### config.mk
export PLATFORM = sky130hd
export DESIGN_NAME = monitor_event_queue
export DESIGN_NICKNAME = d
export VERILOG_FILES = /design/src/rtl/monitor_pkg.sv /design/src/rtl/event_fifo_mem.sv /design/src/rtl/monitor_event_queue.sv
export SDC_FILE = /design/constraint.sdc
export NUM_CORES = 1
export LEC_CHECK = 0
export CAP_MARGIN = 40
export CELL_PAD_IN_SITES_DETAIL_PLACEMENT = 2
export CELL_PAD_IN_SITES_GLOBAL_PLACEMENT = 2
export CORE_MARGIN = 5
export CORE_UTILIZATION = 46
export CTS_BUF_LIST = sky130_fd_sc_hd__clkbuf_4 sky130_fd_sc_hd__clkbuf_8
export DETAILED_ROUTE_END_ITERATION = 8
export DONT_BUFFER_PORTS = 1
export GPL_TIMING_DRIVEN = 0
export MAX_ROUTING_LAYER = met4
export PLACE_DENSITY_LB_ADDON = 0.05
export REMOVE_ABC_BUFFERS = 1
export SYNTH_ARGS = -nofsm -noshare
export SYNTH_HDL_FRONTEND = slang
export SYNTH_SLANG_ARGS = --single-unit
### constraint.sdc
create_clock -name clk -period 14.9 [get_ports clk]
set_input_delay 1.49 -clock clk [delete_from_list [all_inputs] [get_ports clk]]
set_output_delay 1.49 -clock clk [all_outputs]
set_load 0.02 [all_outputs]
### src/rtl/monitor_pkg.sv
// Shared types and defaults for the RTLola monitor input stage.
package monitor_pkg;

  localparam int DATA_W_DEF = 64;
  localparam int TS_W_DEF   = 64;
  localparam int DROP_W_DEF = 16;

  // Drop counter stops here instead of wrapping back to zero.
  localparam logic [DROP_W_DEF-1:0] DROP_SAT = {DROP_W_DEF{1'b1}};

  typedef struct packed {
    logic signed [DATA_W_DEF-1:0] value;
    logic        [TS_W_DEF-1:0]   ts;
  } event_t;

endpackage

### src/rtl/event_fifo_mem.sv
// Event storage for the monitor input queue: synchronous write, combinational read.
module event_fifo_mem
  import monitor_pkg::*;
#(
  parameter type T     = event_t,
  parameter int  DEPTH = 8
) (
  input  logic                     clk,
  input  logic                     we,
  input  logic [$clog2(DEPTH)-1:0] waddr,
  input  T                         wdata,
  input  logic [$clog2(DEPTH)-1:0] raddr,
  output T                         rdata
);

  T mem_q [DEPTH];

  // Storage write; contents need no reset because the pointers define validity.
  always_ff @(posedge clk) begin
    if (we) begin
      mem_q[waddr] <= wdata;
    end
  end

  assign rdata = mem_q[raddr];

endmodule

### src/rtl/monitor_event_queue.sv
// Timestamps raw input events, buffers them and releases one per cycle
// to the monitor while it reports pipeline_ready.
module monitor_event_queue
  import monitor_pkg::*;
#(
  parameter int DATA_W = DATA_W_DEF,
  parameter int TS_W   = TS_W_DEF,
  parameter int DEPTH  = 8,
  parameter int DROP_W = DROP_W_DEF
) (
  input  logic                       clk,
  input  logic                       rst,
  input  logic                       en,
  input  logic signed [DATA_W-1:0]   in_data,
  input  logic                       in_valid,
  output logic                       in_ready,
  input  logic                       pipeline_ready,
  output logic signed [DATA_W-1:0]   input_x,
  output logic        [TS_W-1:0]     input_ts,
  output logic                       new_input,
  output logic [$clog2(DEPTH):0]     count,
  output logic                       dropped,
  output logic        [DROP_W-1:0]   drop_count
);

  localparam int AW = $clog2(DEPTH);
  localparam int PW = AW + 1;
  localparam logic [DROP_W-1:0] DROP_MAX = {DROP_W{1'b1}};

  typedef struct packed {
    logic signed [DATA_W-1:0] value;
    logic        [TS_W-1:0]   ts;
  } entry_t;

  logic        [PW-1:0]     wptr_q, wptr_d;
  logic        [PW-1:0]     rptr_q, rptr_d;
  logic        [TS_W-1:0]   ts_q, ts_d;
  logic signed [DATA_W-1:0] x_q, x_d;
  logic        [TS_W-1:0]   out_ts_q, out_ts_d;
  logic                     new_q, new_d;
  logic                     drop_q, drop_d;
  logic        [DROP_W-1:0] drop_cnt_q, drop_cnt_d;

  logic   full_s, empty_s, push_s, pop_s, drop_s;
  entry_t wr_entry_s, rd_entry_s;

  assign full_s  = (wptr_q[AW] != rptr_q[AW]) && (wptr_q[AW-1:0] == rptr_q[AW-1:0]);
  assign empty_s = (wptr_q == rptr_q);

  // A full queue still accepts when the head leaves in the same cycle.
  assign pop_s  = en && pipeline_ready && !empty_s;
  assign push_s = en && in_valid && (!full_s || pop_s);
  assign drop_s = en && in_valid && full_s && !pop_s;

  assign wr_entry_s = '{value: in_data, ts: ts_q};

  event_fifo_mem #(
    .T     (entry_t),
    .DEPTH (DEPTH)
  ) u_mem (
    .clk   (clk),
    .we    (push_s),
    .waddr (wptr_q[AW-1:0]),
    .wdata (wr_entry_s),
    .raddr (rptr_q[AW-1:0]),
    .rdata (rd_entry_s)
  );

  // Next-state for pointers, timestamp, output stage and drop accounting.
  always_comb begin
    wptr_d     = wptr_q;
    rptr_d     = rptr_q;
    ts_d       = ts_q;
    x_d        = x_q;
    out_ts_d   = out_ts_q;
    new_d      = 1'b0;
    drop_d     = 1'b0;
    drop_cnt_d = drop_cnt_q;

    if (en) begin
      ts_d = ts_q + TS_W'(1);
    end else begin
      ts_d = ts_q;
    end

    if (push_s) begin
      wptr_d = wptr_q + PW'(1);
    end else begin
      wptr_d = wptr_q;
    end

    if (pop_s) begin
      rptr_d   = rptr_q + PW'(1);
      x_d      = rd_entry_s.value;
      out_ts_d = rd_entry_s.ts;
      new_d    = 1'b1;
    end else begin
      rptr_d   = rptr_q;
      x_d      = x_q;
      out_ts_d = out_ts_q;
      new_d    = 1'b0;
    end

    if (drop_s) begin
      drop_d = 1'b1;
      if (drop_cnt_q != DROP_MAX) begin
        drop_cnt_d = drop_cnt_q + DROP_W'(1);
      end else begin
        drop_cnt_d = drop_cnt_q;
      end
    end else begin
      drop_d     = 1'b0;
      drop_cnt_d = drop_cnt_q;
    end
  end

  // State registers with asynchronous active-low reset.
  always_ff @(posedge clk or negedge rst) begin
    if (!rst) begin
      wptr_q     <= '0;
      rptr_q     <= '0;
      ts_q       <= '0;
      x_q        <= '0;
      out_ts_q   <= '0;
      new_q      <= 1'b0;
      drop_q     <= 1'b0;
      drop_cnt_q <= '0;
    end else begin
      wptr_q     <= wptr_d;
      rptr_q     <= rptr_d;
      ts_q       <= ts_d;
      x_q        <= x_d;
      out_ts_q   <= out_ts_d;
      new_q      <= new_d;
      drop_q     <= drop_d;
      drop_cnt_q <= drop_cnt_d;
    end
  end

  assign input_x    = x_q;
  assign input_ts   = out_ts_q;
  assign new_input  = new_q;
  assign dropped    = drop_q;
  assign drop_count = drop_cnt_q;
  assign count      = wptr_q - rptr_q;
  assign in_ready   = !full_s;

endmodule

Word level (Yosys, flattened, before mapping)

Memory sizes are Yosys's and may differ from the RTL's. A register that Yosys moved wholly into a read port is not among the register bits.
Cells that the tools add are included.

Flip-flop bits (word level): 90
Memory bits (writable): 1,024
Input bits: 69
Output and inout port bits: 151
Memories: 1

Memories:

| memory      | words | width | read ports | clocked after Yosys merged registers in | write ports | RTL line             | text |
|---|---|---|---|---|---|---|---|
| u_mem.mem_q | 8     | 128   | 1          | 1                                       | 1           | event_fifo_mem.sv:16 | `T mem_q [DEPTH];` |

$add $sub $neg: 5
Equality and inequality tests: 4
Multiplexer cells: 4
Reductions and logical operators: 13

Operators by type and width:

| operator                | number |
|---|---|
| $add A64 B1 Y64 const B | 1 |
| $add A16 B1 Y16 const B | 1 |
| $ne A16 B16 Y1 const B  | 1 |
| $add A4 B1 Y4 const B   | 2 |
| $logic_and A1 B1 Y1     | 7 |
| $eq A4 B4 Y1            | 1 |
| $logic_not A1 Y1        | 4 |
| $mux W1                 | 4 |
| $sub A4 B4 Y4           | 1 |
| $eq A3 B3 Y1            | 1 |
| $reduce_and A2 Y1       | 1 |
| $logic_or A1 B1 Y1      | 1 |
| $ne A1 B1 Y1            | 1 |

Logic depth before layout (Yosys ltp)

Depth in word-level cells: 7
Mapped depth: 12
Mapped depth without buffers: 7

Cells and area by module

A second synthesis with hierarchy kept.

Cell total of the unflattened synthesis: 2,167
Area total of the unflattened synthesis: 48,007.3 µm²

Modules (own cells, without submodules):

| module              | times used | cells an instance | area an instance (µm²) |
|---|---|---|---|
| event_fifo_mem      | 1          | 1,492             | 38,992.4 |
| monitor_event_queue | 1          | 675               | 9,014.9 |

Worst setup path before layout

No wires, ideal clock.

Path kind: flip-flop to flip-flop
Start: register rptr_q[1]
End: memory u_mem.mem_q[2][0] in the netlist's numbering, enable pin
Library setup time: 929 ps
Data arrival time: 14,172 ps
Data required time: 13,971 ps
Setup slack: -201 ps
Cell stages (with the launch flop): 10
Buffers on the path: 3
Cell sequence: dfrtp_1 > buf_2 > clkbuf_1 > clkbuf_1 > inv_1 > ha_1 > and3_1 > nand2_1 > o21bai_1 > nor4_1

Cells in the longest elaborated chain, start to end: 7
Elaborated cells on any way between the ends: 10
Those cells by class: 2 x eq/ne; 2 x mux; 6 x reduce/logical

Ends and longest elaborated chain:

| item                          | RTL line                   | text |
|---|---|---|
| start, declared               | monitor_event_queue.sv:36  | `logic [PW-1:0] rptr_q, rptr_d;` |
| start signal, assigned        | monitor_event_queue.sv:130 | `rptr_q <= rptr_d;` |
| $eq A3 B3 Y1                  | monitor_event_queue.sv:47  | `assign full_s = (wptr_q[AW] != rptr_q[AW]) && (wptr_q[AW-1:0] == rptr_q[AW-1:0]);` |
| $logic_and A1 B1 Y1           | monitor_event_queue.sv:47  |  |
| $logic_not A1 Y1              | n/a                        |  |
| named net in_ready            | monitor_event_queue.sv:16  | `output logic in_ready,` |
| $logic_or A1 B1 Y1            | monitor_event_queue.sv:52  | `assign push_s = en && in_valid && (!full_s \|\| pop_s);` |
| $logic_and A1 B1 Y1           | monitor_event_queue.sv:52  |  |
| $mux W1                       | event_fifo_mem.sv:20       | `if (we) begin` |
| $mux W1 (implied by the code) | event_fifo_mem.sv:21       | `mem_q[waddr] <= wdata;` |
| end, declared                 | event_fifo_mem.sv:16       |  |

The timed path passes the listed nets, and every way through them passes these cells.

Worst setup path in the final report

Start: register rptr_q[2]
End: memory u_mem.mem_q[2][99] in the netlist's numbering, enable pin

The elaborated chain is that of the path after synthesis.

==> flow_metrics.env <==
export IMPL_outcome="complete, no violations"
export IMPL_die_area_mm2=0.108
export IMPL_grt_pass1_vias=27700
export IMPL_ir_drop_mv=0.120
export IMPL_crit_path_start="rptr_q[2]"
export IMPL_route_vias_total=24000
export IMPL_setup_worst_path_class="reg -> reg"
export IMPL_die_w_um=329
export IMPL_clk_path_buf_depth=3
export IMPL_hold_path_class="in -> async"
export IMPL_globalplace_congestion=0.699
export IMPL_dp_hpwl_um=79600
export IMPL_regArea_mm2=0.0362
export IMPL_clock_skew_ps=33.4
export IMPL_layout_common_cells="1,024 x edfxtp_1, 301 x nand2_1, 256 x mux4_2, 240 x clkbuf_8, 215 x dfrtp_1"
export IMPL_worst_pin_slew_ps=980
export IMPL_drive_gt1_share_pct=29.1
export IMPL_drtAntennaViolNets=0
export IMPL_async_flop_share_pct=17.6
export IMPL_insertion_delay_ps=850
export IMPL_drt_wirelength_per_cell_um=28.3
export IMPL_routed_wl_um=121000
export IMPL_whs_ps=351
export IMPL_start_util_pct=46.2
export IMPL_synthDistinctLibCells=42
export IMPL_rows=117
export IMPL_antenna_found_initial=1
export IMPL_root_buffer="clkbuf_8"
export IMPL_netlist_area_mm2=0.0469
export IMPL_period_minus_slack_ps=5710
export IMPL_hold_viol_final=0
export IMPL_gr_usage_all_layers_pct=23.5
export IMPL_via_per_inst=5.61
export IMPL_fmax_mhz=175
export IMPL_synthFlopType="edfxtp_1"
export IMPL_cts_sinks=1242
export IMPL_start_kind="flip-flop"
export IMPL_drcViolationCount=0
export IMPL_synth_seq_area_share_pct=77.3
export IMPL_synth_warnings=0
export IMPL_cpPeakStageDelay_ps=650
export IMPL_syn_inst=2455
export IMPL_cts_buffers=202
export IMPL_p_leak_nw=18.5
export IMPL_syn2layout_area_growth_pct=16.5
export IMPL_grt_pass1_wl_um=183000
export IMPL_slew_violations=0
export IMPL_multi_input_area_mm2=0.0101
export IMPL_grt_max_degree=219
export IMPL_drtIter0Drc=1448
export IMPL_clk_pin_slew_ps=60
export IMPL_syn_avg_cell_area_um2=19.1
export IMPL_overflow=0
export IMPL_layout_commonest_cell="edfxtp_1"
export IMPL_power_density_mw_per_mm2=183
export IMPL_fin_area_mm2=0.0546
export IMPL_crit_fanout=68
export IMPL_floorplan_core_area_mm2=0.101
export IMPL_r2r_start="rptr_q[2]"
export IMPL_cp_required_ps=15450
export IMPL_drv_cap=0
export IMPL_hold_buffers=0
export IMPL_cts_setup_buffers=0
export IMPL_cts_tree="yes"
export IMPL_setup_viol=0
export IMPL_n_fill_cell=8774
export IMPL_cp_arrival_ps=6250
export IMPL_period_share_pct=38.3
export IMPL_placed_area_mm2=0.0503
export IMPL_worstPathCellList="buf_16, buf_16, inv_8, buf_16, ha_1, and3_1, nand2_1, o21bai_1, nor4_2, buf_2, buf_4, buf_4, buf_4, buf_4, buf_4, buf_4"
export IMPL_rsz0062_at_grt="false"
export IMPL_fin_nets=2815
export IMPL_synth_edf_count=1024
export IMPL_port_buffers=0
export IMPL_timing_slew_headroom_pct=34.7
export IMPL_ys_seq_elements=1242
export IMPL_cts_resized=0
export IMPL_boundaryPins=220
export IMPL_endpoint_kind="flip-flop"
export IMPL_crit_top_cell="buf_4"
export IMPL_firstDrtPassIters=5
export IMPL_htree_levels=4
export IMPL_fp_dieH_um=329
export IMPL_slowest_stage="nor4_2"
## state kept, by name, summed over array words and instances, names as in the netlist
register / count
rptr_q: 4
input_ts: 64
ts_q: 64
input_x: 64
u_mem.mem_q: 1024
drop_count: 16
dropped: 1
new_input: 1
wptr_q: 4
## power breakdown
group | internal, mW | total [mW] | switching, mW
Sequential | 4.18 | 4.76 | 0.578
Combinational | 0.992 | 2.18 | 1.19
Clock | 1.69 | 3.04 | 1.35
## critical path: cells and delay by family (launching register included)
family          cells  cell delay, ps
fa+ha+maj           1             380
flops               1             610
compound gates      1             220
simple gates        3            1160
buf+inv            11            2820
## worst paths after layout
| check | to | slack (ps) | cells after the start |
|---|---|---|---|
| worst max register to register | u_mem.mem_q[2][99] | 9190 | 16 |
| worst max-delay path | u_mem.mem_q[2][99] | 9190 | 16 |
| worst min-delay path | input_x[50] | 350 | 0 |
| min in group clk | wptr_q[3] | 560 | 1 |
| worst min register to register | wptr_q[3] | 560 | 1 |
| max in group asynchronous | input_ts[47] | 13730 | 0 |
## through the flow
step	instances	util [%]	TNS [ps]	total power [mW]	setup slack, ps
after floorplan	2334	-	-7479080	6.67	-9130
after global placement	3702	47.4	-	7.91	-31790
after detailed placement	3902	49.6	0	7.09	9050
after CTS	4286	53.8	0	10.2	9070
after global routing	4287	53.8	0	10.5	8910
final	4287	53.8	0	9.98	9190
## cells by family after synthesis
group           count (synthesis)  synth area share (%)
compound gates                137                  1.83
xor+xnor                       87                  1.63
fa+ha+maj                       8                 0.230
buf+inv                       143                  1.23
flops                        1242                  77.3
mux                           259                  12.4
simple gates                  579                  5.44
## cell usage after synthesis, types with 24 or more instances
cell      count  share of area (%)
xor2_1       43               0.80
dfrtp_1     218                 12
nand4_1      24               0.32
nor3_1       25               0.27
xnor2_1      44               0.82
nand2_1     301                2.4
buf_2        32               0.34
nor2_1      158                1.3
clkbuf_1     69               0.55
a31oi_1     129                1.7
mux4_2      256                 12
edfxtp_1   1024                 66
## cell type report
class | count | area share [%]
diodes | 1 | 0.00458
clock buffers | 325 | 7.22
clock inverters | 59 | 0.566
inverters | 22 | 0.165
multi-input cells | 1070 | 18.6
flip-flops and latches | 1242 | 66.3
well taps | 1368 | 3.14
repair buffers | 200 | 4.00
## routing by layer
layer	up-vias	GRT usage, %	part of all wire, %	wire, µm
met5	-	-	0	0
met4	0	6.18	2.0	2430
met3	185	6.19	6.1	7380
met2	552	40.2	53	63800
met1	13000	28.1	39	47600
li1	10300	-	-	-
No activity file was read; power rests on OpenSTA's default activity.
